**src/rtl/panda_serial_shifter_pkg.sv**
```systemverilog
// Shared types and constants for the multi-cycle Panda shifter.
// The direction/type encodings match what the ALU decoder drives onto left_i/arithmetic_i.
package panda_serial_shifter_pkg;

    typedef enum logic [1:0] {
        ShIdle,
        ShBusy,
        ShDone
    } shift_state_e;

    localparam logic SHIFT_LEFT  = 1'b1;
    localparam logic SHIFT_RIGHT = 1'b0;
    localparam logic SHIFT_ARITH = 1'b1;
    localparam logic SHIFT_LOGIC = 1'b0;

endpackage

```
**src/rtl/panda_serial_shifter_if.sv**
```systemverilog
// Request/result handshake bundle between the execute stage and the serial shifter.
// master = pipeline side, slave = shifter side.
interface panda_serial_shifter_if #(
    parameter int Width       = 32,
    parameter int AmountWidth = $clog2(Width)
);
    logic                   valid_i;
    logic                   ready_o;
    logic                   left_i;
    logic                   arithmetic_i;
    logic [Width-1:0]       operand_i;
    logic [AmountWidth-1:0] amount_i;
    logic                   valid_o;
    logic                   ready_i;
    logic [Width-1:0]       result_o;

    modport master (
        output valid_i, left_i, arithmetic_i, operand_i, amount_i, ready_i,
        input  ready_o, valid_o, result_o
    );

    modport slave (
        input  valid_i, left_i, arithmetic_i, operand_i, amount_i, ready_i,
        output ready_o, valid_o, result_o
    );
endinterface

```
**src/rtl/panda_serial_shifter.sv**
```systemverilog
// Purpose: SLL/SRL/SRA one bit position per clock behind valid/ready request and result ports.
// Latency: result valid A+1 cycles after accept (A = shift amount); one op per A+2 cycles at best.
// Backpressure: ready_o only in IDLE; result held in DONE until ready_i; flush_i kills anything.
module panda_serial_shifter
    import panda_serial_shifter_pkg::*;
#(
    parameter int Width       = 32,
    parameter int AmountWidth = $clog2(Width)
) (
    input  logic                   clk_i,
    input  logic                   rst_ni,
    input  logic                   flush_i,
    panda_serial_shifter_if.slave  bus
);

    shift_state_e           state_q, state_d;
    logic [Width-1:0]       data_q;
    logic [AmountWidth-1:0] cnt_q;
    logic                   left_q;
    logic                   sign_q;
    logic                   accept;

    assign bus.ready_o  = (state_q == ShIdle);
    assign bus.valid_o  = (state_q == ShDone);
    assign bus.result_o = data_q;

    always_comb begin
        state_d = state_q;
        accept  = 1'b0;
        unique case (state_q)
            ShIdle: begin
                if (bus.valid_i) begin
                    accept  = 1'b1;
                    state_d = (bus.amount_i == '0) ? ShDone : ShBusy;
                end
            end
            ShBusy: begin
                if (cnt_q == AmountWidth'(1)) state_d = ShDone;
            end
            ShDone: begin
                if (bus.ready_i) state_d = ShIdle;
            end
            default: state_d = ShIdle;
        endcase
        // Kill wins over both a new capture and the result handshake.
        if (flush_i) begin
            state_d = ShIdle;
            accept  = 1'b0;
        end
    end

    always_ff @(posedge clk_i or negedge rst_ni) begin
        if (!rst_ni) begin
            state_q <= ShIdle;
            data_q  <= '0;
            cnt_q   <= '0;
            left_q  <= 1'b0;
            sign_q  <= 1'b0;
        end else begin
            state_q <= state_d;
            if (accept) begin
                data_q <= bus.operand_i;
                cnt_q  <= bus.amount_i;
                left_q <= bus.left_i;
                sign_q <= bus.arithmetic_i & (bus.left_i == SHIFT_RIGHT) & bus.operand_i[Width-1];
            end else if (state_q == ShBusy && !flush_i) begin
                data_q <= (left_q == SHIFT_LEFT) ? {data_q[Width-2:0], 1'b0}
                                                 : {sign_q, data_q[Width-1:1]};
                cnt_q  <= cnt_q - AmountWidth'(1);
            end
        end
    end

endmodule

```
**src/flat_wrapper.sv**
```systemverilog
// flat-port wrapper written by rule: the top's interface ports become plain ports
module panda_serial_shifter_flat import panda_serial_shifter_pkg::*;
#(
    parameter int Width       = 32,
    parameter int AmountWidth = $clog2(Width)
)
  (clk_i, rst_ni, flush_i, bus_valid_i, bus_left_i, bus_arithmetic_i, bus_operand_i, bus_amount_i, bus_ready_i, bus_ready_o, bus_valid_o, bus_result_o);
  panda_serial_shifter_if #(.Width(Width), .AmountWidth(AmountWidth)) bus_i ();
  input  logic clk_i;
  input  logic rst_ni;
  input  logic flush_i;
  input wire logic [$bits(bus_i.valid_i)-1:0] bus_valid_i;
  input wire logic [$bits(bus_i.left_i)-1:0] bus_left_i;
  input wire logic [$bits(bus_i.arithmetic_i)-1:0] bus_arithmetic_i;
  input wire logic [$bits(bus_i.operand_i)-1:0] bus_operand_i;
  input wire logic [$bits(bus_i.amount_i)-1:0] bus_amount_i;
  input wire logic [$bits(bus_i.ready_i)-1:0] bus_ready_i;
  output wire logic [$bits(bus_i.ready_o)-1:0] bus_ready_o;
  output wire logic [$bits(bus_i.valid_o)-1:0] bus_valid_o;
  output wire logic [$bits(bus_i.result_o)-1:0] bus_result_o;
  assign bus_i.valid_i = bus_valid_i;
  assign bus_i.left_i = bus_left_i;
  assign bus_i.arithmetic_i = bus_arithmetic_i;
  assign bus_i.operand_i = bus_operand_i;
  assign bus_i.amount_i = bus_amount_i;
  assign bus_i.ready_i = bus_ready_i;
  assign bus_ready_o = bus_i.ready_o;
  assign bus_valid_o = bus_i.valid_o;
  assign bus_result_o = bus_i.result_o;
  panda_serial_shifter #(.Width(Width), .AmountWidth(AmountWidth)) u_core (.clk_i(clk_i), .rst_ni(rst_ni), .flush_i(flush_i), .bus(bus_i));
endmodule
```
**config.mk**
```make
export PLATFORM = sky130hd
export DESIGN_NAME = panda_serial_shifter_flat
export DESIGN_NICKNAME = d
export VERILOG_FILES = /design/src/rtl/panda_serial_shifter_pkg.sv /design/src/rtl/panda_serial_shifter_if.sv /design/src/rtl/panda_serial_shifter.sv /design/src/flat_wrapper.sv
export SDC_FILE = /design/constraint.sdc
export NUM_CORES = 1
export LEC_CHECK = 0
export ABC_AREA = 1
export ABC_CLOCK_PERIOD_IN_PS = 1070
export CAP_MARGIN = 25
export CORE_MARGIN = 3
export CORE_UTILIZATION = 42
export CTS_BUF_LIST = sky130_fd_sc_hd__clkbuf_16
export DETAILED_ROUTE_END_ITERATION = 16
export GPL_TIMING_DRIVEN = 0
export PLACE_DENSITY = 0.82
export REMOVE_ABC_BUFFERS = 1
export SLEW_MARGIN = 20
export SYNTH_ARGS = -nofsm -noshare
export SYNTH_HDL_FRONTEND = slang
export SYNTH_SLANG_ARGS = --single-unit
export TNS_END_PERCENT = 30
```
**constraint.sdc**
```tcl
create_clock -name clk_i -period 1.07 [get_ports clk_i]
set_input_delay 0.214 -clock clk_i [delete_from_list [all_inputs] [get_ports clk_i]]
set_output_delay 0.214 -clock clk_i [all_outputs]
set_load 0.01 [all_outputs]
```
# Word-level counts from Yosys, hierarchy flattened
# Cells that the tools add are included.
[classes]
n_addsub = 1
eq_ne = 6
mux = 14
bitwise = 3
reduce_logical = 6
[op_table]
columns = ["op", "count"]
rows = [
  ["$mux 32", 3],
  ["$mux 2", 5],
  ["$mux 5", 2],
  ["$ne 3x3->1 const B", 2],
  ["$pmux 2 s3", 1],
  ["$eq 5x1->1 const B", 1],
  ["$logic_not 5->1", 1],
  ["$sub 5x1->5 const B", 1],
  ["$mux 1", 3],
  ["$ne 3x2->1 const B", 1],
  ["$reduce_and 3->1", 1],
  ["$and 1x1->1", 2],
  ["$eq 2x1->1 const B", 1],
  ["$eq 2x2->1 const B", 1],
  ["$logic_not 2->1", 1],
  ["$reduce_bool 2->1", 1],
  ["$logic_and 1x1->1", 1],
  ["$logic_not 1->1", 1],
  ["$not 1->1", 1],
]
[word_totals]
register_bits = 41
in_bits = 44
out_inout_bits = 34
wordCells = 35

# Depth between registers and ports, before layout
[logic_depth]
depth_word = 5
depth_mapped = 8
mapped_depth_nobuf = 8

# Least setup slack after synthesis
# No wires, ideal clock.
[synth_timing]
kind = "flip-flop to flip-flop"
start = "register u_core.state_q[0]"
end = "register u_core.data_q[10], in the netlist u_core.bus.result_o[10]"
setup_time_ns = 0.087
t_arrival_ns = 1.132
required_ns = 0.983
path_slack_ns = -0.148
path_stages_with_launch = 8
n_path_buf = 2
synth_period_minus_slack_ns = 1.218
path_cell_list = "dfrtp_1 > nor2_4 > nand3_2 > inv_2 > buf_6 > buf_6 > nand2_1 > o211ai_1"
[synth_between]
elab_chain_len = 4
elab_cells_between_ends = 7
classes_between = "eq/ne (1); mux (3); reduce/logical (3)"
[synth_rtl]
columns = ["item", "line_no", "rtl"]
rows = [
  ["from (decl)", "panda_serial_shifter.sv:16", "shift_state_e state_q, state_d;"],
  ["from (signal assigned)", "panda_serial_shifter.sv:54", "state_q <= ShIdle;"],
  ["from (signal assigned)", "panda_serial_shifter.sv:60", "state_q <= state_d;"],
  ["$logic_not 2->1 (*)", "n/a", ""],
  ["via bus_ready_o", "flat_wrapper.sv:18", "output wire logic [$bits(bus_i.ready_o)-1:0] bus_ready_o;"],
  ["$mux 1 (*)", "panda_serial_shifter.sv:30", "unique case (state_q)"],
  ["$mux 1 (*)", "panda_serial_shifter.sv:46", "if (flush_i) begin"],
  ["$mux 32 / $reduce_bool 2->1 (equally long branches)", "n/a", ""],
  ["to (signal assigned)", "panda_serial_shifter.sv:62", "data_q <= bus.operand_i;"],
  ["to (signal assigned)", "panda_serial_shifter.sv:67", "data_q <= (left_q == SHIFT_LEFT) ? {data_q[Width-2:0], 1'b0}"],
  ["to (decl)", "panda_serial_shifter.sv:17", "logic [Width-1:0] data_q;"],
]
# The timed path passes the listed nets; every way through them passes the cells marked *.
# A chain may end at the register's enable or synchronous reset.

# Worst setup path after layout
[layout_timing]
start = "register u_core.state_q[0]"
end = "register u_core.data_q[0], in the netlist u_core.bus.result_o[0]"
[layout_between]
elab_chain_len = 4
elab_cells_between_ends = 7
classes_between = "eq/ne (1); mux (3); reduce/logical (3)"
[layout_rtl]
columns = ["item", "line_no"]
rows = [
  ["$logic_not 2->1", "panda_serial_shifter.sv:30"],
  ["$mux 1", "panda_serial_shifter.sv:30"],
  ["$mux 1", "panda_serial_shifter.sv:46"],
  ["$mux 32 / $reduce_bool 2->1 (equally long branches)", "n/a"],
]
# Parallel ways exist; a longest one is shown, timed or not.

==> out/results.ini <==
[timing]
setup_ws_ns=-0.177
slew_violations=0
min_period_ns=1.25
tns_ns=-6.33
max-slew-margin-rel_pct=69.8
fin_crit_sh_pct=117
fmax_mhz=802
rsz0062_at_grt=yes
fin_skew_ns=0.00511
finalHoldViolCount=0
worst_pin_slew_ns=0.453
finalSetupViolations=43

[floorplanning]
num_io_pins=78
die_w_um=81.0
row_count=26
dieArea_um2=6560
start_util_pct=44.8
die_height_um=81.0
coreArea_um2=5270

[yosys]
yosys.area_share.simple_pct=23.7
synth_fa_ha_area_share_pct=1.06
synth_top_family_by_area=simple AND/OR/NAND/NOR gates
synth_compound_area_share_pct=18.7
yosysTopAreaCell=dfrtp_1
synth_mux_area_share_pct=0
syn_inst=324
synth_warnings=0
synth_top_area_share_pct=43.4
synth.area.top_cells=dfrtp_1, nand2_1, o211ai_1, inv_1, o21ai_0
synth_seq_cells=41
synth-seq-area-share_pct=43.4
synth_cell_types=22
syn_avg_cell_area_um2=7.29
syn_area_um2=2360
synth_xor_area_share_pct=0.741

[route]
routedWlPerCell_um=14.3
ant_nets=0
viasPerCell=5.03
drt_first_pass_iters=4
wl_met2_um=3340
vias=2412
drt-initial-drc-count=134
wl_um=6860
wl_met1_um=2910
wl_met3_um=569
top_layer=met4
drc=0

[worst_setup_path]
crit_required_ns=1.24
critPathArrivalTime_ns=1.42
worstPathMaxFanout=5
cp-end-kind=flip-flop
crit_type=flip-flop to flip-flop
startpoint_type=flip-flop

[grt]
gr-total-overflow=0
grt_pass1_vias=2342
grt_pass1_wl_um=11100
grt_antenna_before_repair=0
grtUsageTotal_pct=22.0
grt_start_max_net_pins=43

[clock_network]
cts_tree=done
cts_buffers=5
clockBufferDepth=2
clock-sinks=41
cts_root_buffer=clkbuf_16
clk_latency_ns=0.28
clkTransAtPathRegs_ns=0.06
htree_levels=2

[status]
violations=negative setup slack
status=complete, but fails checks

[placed_design]
dp_slack_ns=-0.795
dpl.cell_count=456
dp_hpwl_um=4110
gp_congestion=0.765
numPortBuffers=77

[cells_and_area]
diodes=0
stdcell_count=480
final_util_pct=65.6
synthToLayoutAreaGrowth_pct=46.4
multi_input_area_um2=1130
ff_latch_area_um2=1030
fin_nets=455
drive_above_1_share_pct=21.7
final.fill_count=483

[power_and_ir_drop]
irDropWorstVdd_mv=1.25
power_density_nw_per_um2=2550
leakagePower_nw=1.63

[job]
drv_cap=0

[min_path]
hold_path.class=primary input to asynchronous set/reset pin

## synthesized netlist by cell type
cell and number:
nand2_1 122, inv_1 47, dfrtp_1 41, o21ai_0 32, o211ai_1 31, nand3_1 9
buf_2 8, nor2_1 8, buf_4 4, a21oi_1 3, clkbuf_1 3, inv_2 3
buf_6 2, ha_1 2, xor2_1 2, nand3_2 1, nor2_2 1, nor2_4 1
o211ai_2 1, o21a_1 1, o21ai_2 1, o22ai_1 1
## metrics by stage
stage | total power, W | hold slack (ns) | area [um2]
after detailed placement | 0.00724 | 0.185 | 3160
after CTS | 0.00865 | 0.433 | 3340
after floorplan | 0.00517 | -0.0816 | 2260
after global placement | 0.00696 | 0.497 | 3120
final | 0.00882 | 0.419 | 3460
after global routing | 0.00953 | 0.447 | 3460
## sequential cells by signal (all words and copies together) (netlist names)
name                 count
u_core.cnt_q             5
u_core.left_q            1
u_core.bus.result_o     32
u_core.state_q           2
u_core.sign_q            1
## placed cells by master, fill, tap and decap left out, drive strengths merged
cell           Yosys  final
a21oi              3      3
buf               14     44
bufinv             0      1
clkbuf             3      6
clkdlybuf4s50      0     41
clkinv             0      5
clkinvlp           0      1
dfrtp             41     41
dlygate4sd2        0      1
dlygate4sd3        0      1
ha                 2      2
inv               50     53
nand2            122    122
nand3             10     10
nor2              10     10
o211ai            32     32
o21a               1      1
o21ai             33     33
o22ai              1      1
xor2               2      2
## final timing paths
check                                               from                            endpoint  slack, ns  depth (start not counted)
max                        u_core.state_q[0]$_DFFE_PN0P_  u_core.bus.result_o[0]$_DFFE_PN0P_      -0.18                          7
min                                               rst_ni  u_core.bus.result_o[7]$_DFFE_PN0P_       0.42                          2
max reg2reg                u_core.state_q[0]$_DFFE_PN0P_  u_core.bus.result_o[0]$_DFFE_PN0P_      -0.18                          7
min reg2reg                  u_core.cnt_q[1]$_DFFE_PN0P_         u_core.cnt_q[1]$_DFFE_PN0P_       0.52                          2
max in group asynchronous                         rst_ni           u_core.left_q$_DFFE_PN0P_       0.15                          3
min in group clk_i                               flush_i       u_core.state_q[1]$_DFFE_PN0P_       0.43                          4
## per-layer routing
layer | vias to the layer above | global-route usage, %
li1 | 1207 | -
met1 | 1108 | 27.5
met2 | 91 | 37.6
met3 | 6 | 4.66
met4 | 0 | 7.26
met5 | - | 0
## worst max-delay path, cell delays in order (launching register included)
cell and delay (ns):
dfrtp_2 0.46, nor2_4 0.16, nand3_4 0.12, buf_12 0.18
clkinv_8 0.07, nand2_2 0.04, nand3_1 0.06, nand2_1 0.05
## final cells by class
class / instances / area share, %
Sequential cell: 41 / 29.8
Clock buffer: 5 / 3.62
Multi-Input combinational cell: 216 / 32.5
Timing Repair inverter: 7 / 2.64
Timing Repair Buffer: 88 / 21.9
Inverter: 50 / 6.40
Tap cell: 70 / 2.53
Clock inverter: 3 / 0.506
## power by group
part / leakage [nW] / internal, W / switching, W
Clock: 0.0696 / 0.000855 / 0.000595
Combinational: 1.05 / 0.00192 / 0.00259
Sequential: 0.512 / 0.00227 / 0.000588
## what timing repair did
| action | in CTS | in global routing |
|---|---|---|
| buffers inserted | 5 | 2 |
| setup endpoints to repair | 75 | 50 |
| hold buffers | 1 | 0 |
| endpoints found under the hold margin | 17 | 0 |
| gates resized for setup | 173 | 21 |
| gates cloned | 6 | 2 |
| pin swaps | 12 | 19 |
## logic make-up (layout without fill, tap and decap cells)
logic type,Yosys count,after routing
AND/OR/NAND/NOR,142,142
AO/OA/AOI/OAI,70,70
buffers and inverters,67,153
flip-flops,41,41
adder cells (fa/ha/maj),2,2
XOR/XNOR,2,2
Note: power is estimated with default switching activity, not from simulation.
